--- config.mk ---
export PLATFORM = sky130hd
export DESIGN_NAME = pe_conv_pipe
export DESIGN_NICKNAME = d
export VERILOG_FILES = /design/src/rtl/pe_conv_pipe.sv
export SDC_FILE = /design/constraint.sdc
export NUM_CORES = 1
export LEC_CHECK = 0
export ABC_CLOCK_PERIOD_IN_PS = 2500
export BUFFER_PORTS_ARGS = -buffer_cell sky130_fd_sc_hd__buf_2
export CAP_MARGIN = 20
export CORE_ASPECT_RATIO = 1.25
export CORE_MARGIN = 4
export CORE_UTILIZATION = 51
export CTS_CLUSTER_SIZE = 24
export DETAILED_ROUTE_END_ITERATION = 16
export PLACE_DENSITY_LB_ADDON = 0.3
export SYNTH_ARGS = -nofsm -noshare
export SYNTH_HDL_FRONTEND = slang
export SYNTH_SLANG_ARGS = --single-unit
--- constraint.sdc ---
create_clock -name clk -period 2.5 [get_ports clk]
set_input_delay 0.5 -clock clk [delete_from_list [all_inputs] [get_ports clk]]
set_output_delay 0.5 -clock clk [all_outputs]
set_load 0.05 [all_outputs]
--- src/rtl/pe_conv_pipe.sv ---
// Purpose: mixed-width conversion PE: joins two operands, extends to MID_W, add/sub/pass, narrows to OUT_W.
// Latency: LATENCY cycles from operand join to out_valid; 1 token/cycle under continuous out_ready.
// Backpressure: bubble-collapsing stage chain; in*_ready falls only when every stage is full and out_ready=0.
//
// Ports: clk/rst (async active-high); in0_*/in1_* operand valid/ready/data; out_* result
// valid/ready/data; cfg_signed/cfg_op/cfg_sat (static while busy); sat_hit pulse on clamped
// output transfer; error_valid/error_code sticky first error (reserved op -> 16'h0001).
// Optional clamp-on-narrow logic is compiled in only when PE_CONV_SAT_EN is defined.
module pe_conv_pipe #(
  parameter int IN0_W   = 16,
  parameter int IN1_W   = 32,
  parameter int MID_W   = 32,
  parameter int OUT_W   = 16,
  parameter int LATENCY = 1
) (
  input  logic             clk,
  input  logic             rst,
  input  logic             in0_valid,
  output logic             in0_ready,
  input  logic [IN0_W-1:0] in0_data,
  input  logic             in1_valid,
  output logic             in1_ready,
  input  logic [IN1_W-1:0] in1_data,
  output logic             out_valid,
  input  logic             out_ready,
  output logic [OUT_W-1:0] out_data,
  input  logic             cfg_signed,
  input  logic [1:0]       cfg_op,
  input  logic             cfg_sat,
  output logic             sat_hit,
  output logic             error_valid,
  output logic [15:0]      error_code
);

  localparam logic [1:0] OP_ADD  = 2'd0;
  localparam logic [1:0] OP_SUB  = 2'd1;
  localparam logic [1:0] OP_PASS = 2'd2;
  localparam logic [1:0] OP_RSVD = 2'd3;

  logic [MID_W-1:0] a_ext;
  logic [MID_W-1:0] b_ext;
  logic [MID_W-1:0] r;
  logic [OUT_W-1:0] res_dat;
  logic             res_sat;
  logic             fire;
  logic             chain;

  logic [LATENCY-1:0] s_vld;
  logic [LATENCY-1:0] s_sat;
  logic [LATENCY-1:0] s_acc;
  logic [OUT_W-1:0]   s_dat [LATENCY];

  // What each stage would load: stage 0 takes the freshly joined result,
  // later stages take their predecessor.
  logic [LATENCY-1:0] ld_vld;
  logic [LATENCY-1:0] ld_sat;
  logic [OUT_W-1:0]   ld_dat [LATENCY];

  // Operand extension
  always_comb begin
    if (cfg_signed) begin
      a_ext = MID_W'($signed(in0_data));
      b_ext = MID_W'($signed(in1_data));
    end else begin
      a_ext = MID_W'(in0_data);
      b_ext = MID_W'(in1_data);
    end
  end

  // Arithmetic, modulo 2^MID_W; reserved op yields 0
  always_comb begin
    case (cfg_op)
      OP_ADD:  r = a_ext + b_ext;
      OP_SUB:  r = a_ext - b_ext;
      OP_PASS: r = a_ext;
      default: r = '0;
    endcase
  end

`ifdef PE_CONV_SAT_EN
  localparam logic [MID_W-1:0] SMAX = MID_W'({(OUT_W-1){1'b1}});
  localparam logic [MID_W-1:0] SMIN = ~SMAX;
  localparam logic [MID_W-1:0] UMAX = MID_W'({OUT_W{1'b1}});

  always_comb begin
    res_dat = r[OUT_W-1:0];
    res_sat = 1'b0;
    if (cfg_sat && cfg_op != OP_RSVD) begin
      if (cfg_signed) begin
        if ($signed(r) > $signed(SMAX)) begin
          res_dat = SMAX[OUT_W-1:0];
          res_sat = 1'b1;
        end else if ($signed(r) < $signed(SMIN)) begin
          res_dat = SMIN[OUT_W-1:0];
          res_sat = 1'b1;
        end
      end else begin
        // Unsigned borrow means the true result is negative: floor at 0.
        if (cfg_op == OP_SUB && a_ext < b_ext) begin
          res_dat = '0;
          res_sat = 1'b1;
        end else if (r > UMAX) begin
          res_dat = UMAX[OUT_W-1:0];
          res_sat = 1'b1;
        end
      end
    end
  end

  assign sat_hit = s_vld[LATENCY-1] & out_ready & s_sat[LATENCY-1];
`else
  assign res_dat = r[OUT_W-1:0];
  assign res_sat = 1'b0;
  assign sat_hit = 1'b0;

  logic unused_sat_path;
  assign unused_sat_path = ^{cfg_sat, s_sat, r};
`endif

  // Stage i accepts if it or any later stage is empty, or the sink is ready.
  // Built as a running OR from the output end so no signal feeds back on itself.
  always_comb begin
    chain = out_ready;
    s_acc = '0;
    for (int i = LATENCY - 1; i >= 0; i--) begin
      chain    = chain | ~s_vld[i];
      s_acc[i] = chain;
    end
  end

  assign fire      = in0_valid & in1_valid & s_acc[0];
  assign in0_ready = in1_valid & s_acc[0];
  assign in1_ready = in0_valid & s_acc[0];

  assign ld_vld[0] = fire;
  assign ld_sat[0] = res_sat;
  assign ld_dat[0] = res_dat;
  for (genvar g = 1; g < LATENCY; g++) begin : g_link
    assign ld_vld[g] = s_vld[g-1];
    assign ld_sat[g] = s_sat[g-1];
    assign ld_dat[g] = s_dat[g-1];
  end

  always_ff @(posedge clk or posedge rst) begin
    if (rst) begin
      s_vld <= '0;
      s_sat <= '0;
      for (int i = 0; i < LATENCY; i++) s_dat[i] <= '0;
    end else begin
      for (int i = 0; i < LATENCY; i++) begin
        if (s_acc[i]) begin
          s_vld[i] <= ld_vld[i];
          if (ld_vld[i]) begin
            s_dat[i] <= ld_dat[i];
            s_sat[i] <= ld_sat[i];
          end
        end
      end
    end
  end

  // First error wins; the flag stays set until reset.
  always_ff @(posedge clk or posedge rst) begin
    if (rst) begin
      error_valid <= 1'b0;
      error_code  <= 16'h0000;
    end else if (fire && cfg_op == OP_RSVD && !error_valid) begin
      error_valid <= 1'b1;
      error_code  <= 16'h0001;
    end
  end

  assign out_valid = s_vld[LATENCY-1];
  assign out_data  = s_dat[LATENCY-1];

endmodule

==> results.sh, run 1 <==
export IMPL_hold_buffers=0
export IMPL_cp_num_buf_inv=1
export IMPL_yosysSeqAreaShare_pct=23.1
export IMPL_worst_slew_pin_slew_ns=0.649
export IMPL_slew_viol_final=0
export IMPL_clk_latency_ns=0.26
export IMPL_netSwitchingFraction_pct=47.3
export IMPL_fillers=249
export IMPL_path_class="in2reg"
export IMPL_finalCritPeriodShare_pct=116
export IMPL_coreArea_um2=3570
export IMPL_synth_area_leaders="dfrtp_1, ha_1, xnor2_1, buf_4, a21oi_1"
export IMPL_synthFlopType="dfrtp_1"
export IMPL_viasPerCell=5.60
export IMPL_fp_dieH_um=77.1
export IMPL_synth_area_leader_cell="dfrtp_1"
export IMPL_h_tree_depth=1
export IMPL_rsz0062_at_grt="true"
export IMPL_portBuffers=59
export IMPL_worst_endpoint_arrival_ns=3.04
export IMPL_hold_path_class="in2async"
export IMPL_hold_ws_ns=0.316
export IMPL_pwr_share_seq_pct=22.6
export IMPL_die_area_um2=4880
export IMPL_fin_nets=429
export IMPL_power_density_nw_per_um2=595
export IMPL_layout_common_cells="buf_2, buf_4, nand2_1"
export IMPL_final_antenna_net_count=0
export IMPL_yosysWarnings=0
export IMPL_max_vdd_ir_drop_mv=0.206
export IMPL_initial_utilization_pct=54.5
export IMPL_core_rowCount=24
export IMPL_clkSinkCount=18
export IMPL_timing_rr_end="out_data[13]"
export IMPL_antenna_cells=0
export IMPL_gp_routability_congestion=0.830
export IMPL_power_clock_fraction_pct=14.0
export IMPL_ys_seq_elements=18
export IMPL_wl_per_cell_um=15.0
export IMPL_netlist_area_um2=1950
export IMPL_p_sw_uw=807
export IMPL_max_freq_ghz=0.345
export IMPL_num_vias=2199
export IMPL_outcome="complete, but fails checks"
export IMPL_power_leakage_uw=0.00145
export IMPL_synth_top_cell_area_share_pct=23.1
export IMPL_io_pins=94
export IMPL_synth_enable_flop_cells=0
export IMPL_clk_path_buf_depth=2
export IMPL_finalCriticalPeriod_ns=2.90
export IMPL_slew_limit_headroom_pct=56.7
export IMPL_slowest_stage="or4_4"
export IMPL_cts_buffers=3
export IMPL_total_power_uw=1710
export IMPL_dr_first_iter_drc_count=124
export IMPL_antenna_found_initial=0
export IMPL_hold_violations=0
export IMPL_path_cells="buf_6 -> or4_4 -> nor4_4 -> nor2_1 -> xnor2_1 -> ha_1 -> a21oi_2 -> o21bai_1 -> nand3_1 -> o311ai_4 -> o31ai_2 -> xor2_1 -> a21oi_1"
export IMPL_cts_root_buf="clkbuf_8"
export IMPL_drv_cap=0
export IMPL_grt_pass1_vias=2172
export IMPL_setup_ws_ns=-0.396
export IMPL_start_kind="primary input"
export IMPL_synth_distinct_cells=47
export IMPL_p_int_uw=900
export IMPL_cp_end_kind="flop"
export IMPL_area_growth_pct=47.5
export IMPL_drc=0
export IMPL_grt_max_degree=19
export IMPL_grt_overflow_total=0
export IMPL_setup_violations=10
export IMPL_drive_gt1_share_pct=43.8
export IMPL_tns_ns=-2.51
export IMPL_violations="negative setup slack"
export IMPL_cts_tree="done"
export IMPL_path_clk_slew_ns=0.07
export IMPL_skew_ns=0.00201
export IMPL_critical_path_top_delay_family="simple AND/OR/NAND/NOR gates"
export IMPL_synthCells=243
export IMPL_syn_area_per_cell_um2=8.01
export IMPL_grt_pass1_wl_um=9760
export IMPL_routed_wl_um=5900
export IMPL_dr_pass1_iters=4
export IMPL_async_flop_share_pct=100
export IMPL_regToRegSetupSlack_ns=0.92
export IMPL_die_width_um=63.3
export IMPL_cp_max_fo=3
export IMPL_combPwrFrac_pct=63.4
export IMPL_rr_startpoint="out_valid"
export IMPL_max_stage_delay_ns=0.56
export IMPL_reg2regPathDepth=7
export IMPL_required_ns=2.64
export IMPL_place_hpwl_um=4400
export IMPL_final_common_cell="buf_2"
export IMPL_global_route_usage_total_pct=24.1
-- power by group through the flow --
stage	registers (uW)	clock network [uW]	logic, uW
2_1_floorplan	617	0	444
3_3_place_gp	388	0	925
3_5_place_dp	392	0	946
4_1_cts	387	238	1010
5_1_grt	395	247	1160
6_report	386	240	1080
-- worst register-to-register path, stage by stage, from the launching register on --
cell      delay, ns
dfrtp_1        0.37
nand2b_1       0.12
and2_1         0.16
nand2_1        0.29
a21oi_1        0.29
nand2_1        0.08
o21ai_0        0.09
a21oi_1        0.06
-- cells by family after synthesis --
group | after synthesis | share of synthesized area (%)
buffers and inverters | 34 | 9.83
adders and majority gates | 17 | 11.3
and+or+nand+nor | 76 | 19.5
other | 1 | 0.193
DFF | 18 | 23.1
muxes | 2 | 1.09
AOI/OAI and AO/OA | 70 | 23.7
xor gates and xnor gates | 25 | 11.2
-- per-stage QoR --
stage,instance area (um2),std cells,setup slack (ns),utilization [%]
floorplan,2020,258,-0.481,-
global placement,2590,383,-0.633,72.4
detailed placement,2590,383,-0.749,72.4
CTS,2770,390,-0.312,77.5
global route,2870,393,-0.493,80.4
finish,2870,393,-0.396,80.4
-- cell usage after synthesis, types with 4 or more instances --
master     n
a21oi_1   21
buf_4     17
clkbuf_1   6
dfrtp_1   18
ha_1      16
inv_1     11
nand2_1   23
nand3_1    9
nor2_1    23
o211ai_1   4
o21a_1     4
o21ai_0   12
o31ai_1    4
xnor2_1   15
xor2_1    10
-- layout make-up --
class,count,area (um2),area share [%]
Timing Repair Buffer,115,736,25.6
Inverter,11,43.8,1.53
Tap cell,39,48.8,1.70
Multi-Input combinational cell,206,1540,53.6
Clock buffer,4,55.1,1.92
Sequential cell,18,450,15.7
-- repair_timing --
item,CTS,global route
pin swaps,20,21
buffers inserted,3,3
setup endpoints to repair,10,11
resized for setup,25,19
-- worst max-delay path by stage --
stage,start,to,slack (ns),depth (start not counted)
6_report,in1_data[1],out_data[13],-0.40,13
5_1_grt,in1_data[1],out_data[14],-0.49,13
4_1_cts,in1_data[1],out_data[14],-0.31,12
3_5_place_dp,in1_data[2],out_data[13],-0.75,12
3_3_place_gp,in1_data[2],out_data[14],-0.63,13
2_1_floorplan,in1_data[2],out_data[14],-0.48,12
-- per-layer routing --
| layer | routed length, um | part of all wire [%] | global-route usage, % | vias up |
|---|---|---|---|---|
| met5 | 0 | 0 | 0 | - |
| met4 | 96 | 1.6 | 9.94 | 0 |
| met3 | 424 | 7.2 | 2.34 | 8 |
| met2 | 2990 | 51 | 42.8 | 97 |
| met1 | 2390 | 40 | 29.5 | 1032 |
| li1 | - | - | - | 1062 |
-- registers in the layout, summed over array words and instances, names as in the netlist --
name	count
out_valid	1
error_code	1
out_data	16
No activity file was read; power rests on OpenSTA's default activity.
==> run 2: changes to the inputs <==
--- a/config.mk
+++ b/config.mk
@@ -14,6 +14,7 @@
 export CTS_CLUSTER_SIZE = 24
 export DETAILED_ROUTE_END_ITERATION = 16
 export PLACE_DENSITY_LB_ADDON = 0.3
+export SETUP_SLACK_MARGIN = 0.15
 export SYNTH_ARGS = -nofsm -noshare
 export SYNTH_HDL_FRONTEND = slang
 export SYNTH_SLANG_ARGS = --single-unit
==> run 2 against run 1 <==
The flow still finishes with violations (negative setup slack). Flip-flop and latch count stayed put. Clock power is 4% lower. Sequential share of layout area is 0.50 points lower. Cell count is 1.5% higher. Combinational power is 6% higher. Clock skew is 0.0035 ns higher. Routed wire length is 12% higher. First-iteration DRC count is 20% higher. Fmax is 3.7% lower. Hold slack better by 0.0085 ns. Register-to-register slack worse by 0.16 ns. Global-route usage is 0.83 points higher.
==> results.sh, run 2 (synthesis results as in run 1) <==
export IMPL_hold_buffers=0
export IMPL_power_leakage_uw=0.00150
export IMPL_violations="negative setup slack"
export IMPL_cts_root_buf="clkbuf_8"
export IMPL_hold_path_class="in2async"
export IMPL_fillers=217
export IMPL_dp_cells=384
export IMPL_cp_common_cell="a21oi_2"
export IMPL_final_antenna_net_count=0
export IMPL_placed_cell_area_um2=2600
export IMPL_max_freq_ghz=0.333
export IMPL_portBuffers=59
export IMPL_routed_wl_um=6620
export IMPL_outcome="complete, but fails checks"
export IMPL_path_class="in2reg"
export IMPL_antenna_cells=0
export IMPL_netSwitchingFraction_pct=47.2
export IMPL_grt_max_degree=20
export IMPL_max_stage_delay_ns=0.56
export IMPL_wl_per_cell_um=16.6
export IMPL_worst_endpoint_arrival_ns=3.13
export IMPL_largest_reg_flops=16
export IMPL_worst_slew_pin_slew_ns=0.640
export IMPL_total_power_uw=1750
export IMPL_hold_ws_ns=0.325
export IMPL_fin_area_um2=2970
export IMPL_cts_buffers=3
export IMPL_core_rowCount=24
export IMPL_num_vias=2303
export IMPL_h_tree_depth=1
export IMPL_grt_overflow_total=0
export IMPL_finalCriticalPeriod_ns=3.01
export IMPL_area_growth_pct=52.4
export IMPL_global_route_usage_total_pct=25.0
export IMPL_path_cells="buf_6 -> or4_4 -> nor4_4 -> nor2_1 -> xnor2_1 -> ha_1 -> a21oi_2 -> o21bai_2 -> a21oi_2 -> a21oi_2 -> a221oi_2 -> xor2_1 -> o211ai_1"
export IMPL_drv_cap=0
export IMPL_setup_ws_ns=-0.507
export IMPL_drc=0
export IMPL_hold_violations=0
export IMPL_p_int_uw=924
export IMPL_grt_pass1_wl_um=9990
export IMPL_power_clock_fraction_pct=13.1
export IMPL_cp_max_fo=3
export IMPL_die_area_um2=4880
export IMPL_dr_pass1_iters=7
export IMPL_grt_pass1_vias=2180
export IMPL_start_kind="primary input"
export IMPL_final_common_cell="buf_4"
export IMPL_clkSinkCount=18
export IMPL_power_density_nw_per_um2=590
export IMPL_path_clk_slew_ns=0.07
export IMPL_fin_cells=399
export IMPL_max_vdd_ir_drop_mv=0.219
export IMPL_rsz0062_at_grt="true"
export IMPL_cp_num_buf_inv=1
export IMPL_slowest_stage="or4_4"
export IMPL_p_sw_uw=827
export IMPL_io_pins=94
export IMPL_layout_common_cells="buf_4, buf_2, nand2_1, nor2_1, dfrtp_1"
export IMPL_coreArea_um2=3570
export IMPL_initial_utilization_pct=54.5
export IMPL_fp_dieH_um=77.1
export IMPL_slew_limit_headroom_pct=57.2
export IMPL_combPwrFrac_pct=64.9
export IMPL_pwr_share_seq_pct=21.9
export IMPL_cts_tree="done"
export IMPL_drive_gt1_share_pct=46.4
export IMPL_clk_path_buf_depth=2
export IMPL_viasPerCell=5.77
export IMPL_skew_ns=0.00550
export IMPL_required_ns=2.62
export IMPL_finalCritPeriodShare_pct=120
export IMPL_antenna_found_initial=0
export IMPL_setup_violations=10
export IMPL_fin_nets=435
export IMPL_dr_first_iter_drc_count=149
export IMPL_critical_path_top_delay_family="compound AO/OA/AOI/OAI gates"
export IMPL_slew_viol_final=0
export IMPL_die_width_um=63.3
export IMPL_gp_routability_congestion=0.861
export IMPL_clk_latency_ns=0.25
export IMPL_cp_end_kind="flop"
export IMPL_place_hpwl_um=4250
## run 2: changes by cell type in the layout (fill, tap and decap cells not counted), moves of 2 or more
cell | before | now
o21ai_1 | 3 | 6
nand2_1 | 22 | 20
o21ai_0 | 6 | 4
a31oi_2 | 2 | 0
nand2_4 | 0 | 2
buf_4 | 54 | 58
buf_6 | 4 | 7
## run 2: worst reg2reg max path: cells and delay by family (launching register included)
family / cells / cell delay [ns]
compound gates: 3 / 0.48
simple gates: 4 / 0.76
flops: 1 / 0.37
## run 2: final timing paths
path                                end  depth (start not counted)  slack (ns)         from
setup reg to reg           out_data[13]                          7        0.76    out_valid
min in group clk            out_data[3]                          2        0.48  out_data[3]
hold / removal              out_data[8]                          2        0.32          rst
max in group asynchronous     out_valid                          2        1.77          rst
hold reg to reg             out_data[3]                          2        0.48  out_data[3]
setup / recovery           out_data[14]                         13       -0.51  in1_data[2]
## run 2: metal layers
layer | wire (um) | part of all wire [%] | vias to the layer above | GRT usage [%]
met5 | 0 | 0 | - | 0
met4 | 335 | 5.1 | 0 | 9.29
met3 | 602 | 9.1 | 33 | 2.05
met2 | 3190 | 48 | 155 | 43.5
met1 | 2490 | 38 | 1045 | 31.8
li1 | - | - | 1070 | -
## run 2: stage by stage
| step | setup TNS [ns] | util [%] | setup slack (ns) |
|---|---|---|---|
| 2_1_floorplan | -2.31 | - | -0.481 |
| 3_3_place_gp | -4.69 | 72.7 | -0.623 |
| 3_5_place_dp | -5.29 | 72.7 | -0.726 |
| 4_1_cts | -2.17 | 80.5 | -0.353 |
| 5_1_grt | -4.35 | 83.0 | -0.623 |
| 6_report | -3.38 | 83.0 | -0.507 |
## run 2: power groups by stage
stage / logic, uW / registers, uW / clock network, uW
after floorplan: 444 / 617 / 0
after global placement: 937 / 388 / 0
after detailed placement: 952 / 390 / 0
after CTS: 1040 / 384 / 230
after global routing: 1200 / 396 / 243
final: 1140 / 384 / 230
## run 2: cell type report
type                       instances  area [um2]  area share [%]
sequential                        18         450            15.2
multi-input combinational        206        1570            53.1
inverter                          11        43.8            1.48
tap                               39        48.8            1.64
timing repair buffer             121         795            26.8
clock buffer                       4        55.1            1.86
## run 2: what timing repair did
action	CTS	global route
gates resized for setup	37	19
endpoints found under the setup margin	11	12
setup buffers	9	2
pin swaps	19	10
==> run 3: changes to the inputs <==
--- a/config.mk
+++ b/config.mk
@@ -10,7 +10,7 @@
 export CAP_MARGIN = 20
 export CORE_ASPECT_RATIO = 1.25
 export CORE_MARGIN = 4
-export CORE_UTILIZATION = 51
+export CORE_UTILIZATION = 30
 export CTS_CLUSTER_SIZE = 24
 export DETAILED_ROUTE_END_ITERATION = 16
 export PLACE_DENSITY_LB_ADDON = 0.3
==> constraint.sdc (replaced) <==
create_clock -name clk -period 2.5 [get_ports clk]
set_input_delay 0.25 -clock clk [delete_from_list [all_inputs] [get_ports clk]]
set_output_delay 0.25 -clock clk [all_outputs]
set_load 0.05 [all_outputs]
==> run 3 against run 2 <==
The flow still finishes with violations (negative setup slack). Clock-buffer cell count down 1. Critical path depth unchanged. Highest routed layer unchanged. Sequential share of layout area up 0.26 points. First-iteration DRC count down 62%. Worst setup slack better by 0.42 ns. Critical path type unchanged.
==> results.sh, run 3 (synthesis results as in run 1) <==
export IMPL_outcome="complete, but fails checks"
export IMPL_violations="negative setup slack"
export IMPL_num_vias=2057
export IMPL_worst_endpoint_arrival_ns=2.72
export IMPL_netSwitchingFraction_pct=46.9
export IMPL_layout_common_cells="buf_2, buf_4, nand2_1, nor2_1"
export IMPL_cts_root_buf="clkbuf_8"
export IMPL_area_growth_pct=49.8
export IMPL_setup_violations=6
export IMPL_total_power_uw=1630
export IMPL_fp_dieH_um=98.1
export IMPL_regToRegSetupSlack_ns=0.84
export IMPL_fillers=630
export IMPL_place_hpwl_um=4630
export IMPL_pre_cts_ws_ns=-0.450
export IMPL_cts_tree="done"
export IMPL_grt_overflow_total=0
export IMPL_initial_utilization_pct=31.2
export IMPL_cts_buffers=3
export IMPL_dp_cells=428
export IMPL_cp_startpoint="in1_data[2]"
export IMPL_utilization_pct=46.7
export IMPL_h_tree_depth=1
export IMPL_fin_nets=433
export IMPL_cp_end_kind="flop"
export IMPL_coreArea_um2=6250
export IMPL_die_area_um2=7850
export IMPL_finalCriticalPeriod_ns=2.59
export IMPL_clk_path_buf_depth=2
export IMPL_antenna_found_initial=0
export IMPL_reg2regPathDepth=7
export IMPL_timing_rr_end="out_data[13]"
export IMPL_max_vdd_ir_drop_mv=0.216
export IMPL_skew_ns=0.00306
export IMPL_largest_reg_flops=16
export IMPL_drc=0
export IMPL_grt_max_degree=20
export IMPL_worst_slew_pin_slew_ns=0.682
export IMPL_power_clock_fraction_pct=12.2
export IMPL_combPwrFrac_pct=64.2
export IMPL_max_freq_ghz=0.387
export IMPL_clk_latency_ns=0.25
export IMPL_path_clk_slew_ns=0.06
export IMPL_core_rowCount=32
export IMPL_viasPerCell=4.65
export IMPL_drive_gt1_share_pct=42.0
export IMPL_setup_ws_ns=-0.0871
export IMPL_p_sw_uw=766
export IMPL_grt_pass1_vias=2086
export IMPL_global_route_usage_total_pct=13.9
export IMPL_hold_buffers=0
export IMPL_rsz0062_at_grt="true"
export IMPL_dr_first_iter_drc_count=56
export IMPL_gp_routability_congestion=0.846
export IMPL_io_pins=94
export IMPL_portBuffers=59
export IMPL_clkSinkCount=18
export IMPL_fin_cells=442
export IMPL_tns_ns=-0.384
export IMPL_required_ns=2.63
export IMPL_rr_startpoint="out_valid"
export IMPL_antenna_cells=0
export IMPL_drv_cap=0
export IMPL_dr_pass1_iters=4
export IMPL_slew_limit_headroom_pct=54.5
export IMPL_slew_viol_final=0
export IMPL_power_density_nw_per_um2=560
export IMPL_hold_path_class="in2async"
export IMPL_grt_pass1_wl_um=9100
export IMPL_finalCritPeriodShare_pct=103
export IMPL_final_antenna_net_count=0
export IMPL_cp_max_fo=3
export IMPL_hold_violations=0
export IMPL_pwr_share_seq_pct=23.6
export IMPL_p_int_uw=867
export IMPL_start_kind="primary input"
export IMPL_die_width_um=80.1
export IMPL_wl_per_cell_um=12.6
export IMPL_routed_wl_um=5590
export IMPL_power_leakage_uw=0.00148
export IMPL_path_class="in2reg"
[run 3: cell types whose count changed in the layout (fill, tap and decap cells not counted), moves of 2 or more]
| cell | before | now |
|---|---|---|
| nand2_4 | 2 | 0 |
| buf_6 | 7 | 3 |
| o21ai_0 | 4 | 7 |
| o21ai_1 | 6 | 4 |
| buf_2 | 56 | 58 |
| o31ai_1 | 1 | 3 |
| nor2b_1 | 0 | 2 |
[run 3: stage by stage]
stage	hold slack, ns	cell area [um2]
final	0.0941	2920
after global routing	0.174	2920
after CTS	0.117	2770
after detailed placement	0.387	2640
after global placement	0.382	2640
after floorplan	0.189	2020
[run 3: worst max-delay path by stage]
stage / endpoint / cells after the start
detailed placement: out_data[14] / 13
floorplan: out_data[14] / 12
CTS: out_data[14] / 12
global placement: out_data[14] / 13
finish: out_data[13] / 13
global route: out_data[9] / 13
[run 3: final cells by class]
type	instances	area [um2]	area share, %
Timing Repair Buffer	119	759	26.0
Clock buffer	3	41.3	1.42
Inverter	11	41.3	1.42
Sequential cell	18	450	15.4
Tap cell	85	106	3.65
Multi-Input combinational cell	206	1520	52.0
[run 3: power by group through the flow]
stage	clock (uW)	combinational [uW]	sequential [uW]
after floorplan	0	444	617
after detailed placement	0	942	394
after CTS	202	983	389
final	199	1050	386
after global placement	0	934	391
after global routing	211	1130	399
[run 3: critical path, stage by stage]
cell      delay (ns)
buf_6           0.09
or4_4           0.56
nor4_4          0.20
nor2_1          0.09
xnor2_1         0.13
ha_1            0.34
a21oi_2         0.17
o21bai_1        0.10
nand3_1         0.14
o311ai_4        0.15
o31ai_2         0.24
xor2_1          0.18
a21oi_1         0.08
[run 3: layer usage]
layer	part of all wire (%)	GRT usage, %
met1	43	16.9
met2	52	25.8
met3	3.8	0.554
met4	1.3	4.42
met5	0	0
[run 3: repair_timing]
item                                    in CTS  in global routing
pin swaps                                    7                 16
endpoints found under the setup margin       9                 11
buffers inserted                             4                  7
gates resized for setup                     13                 20
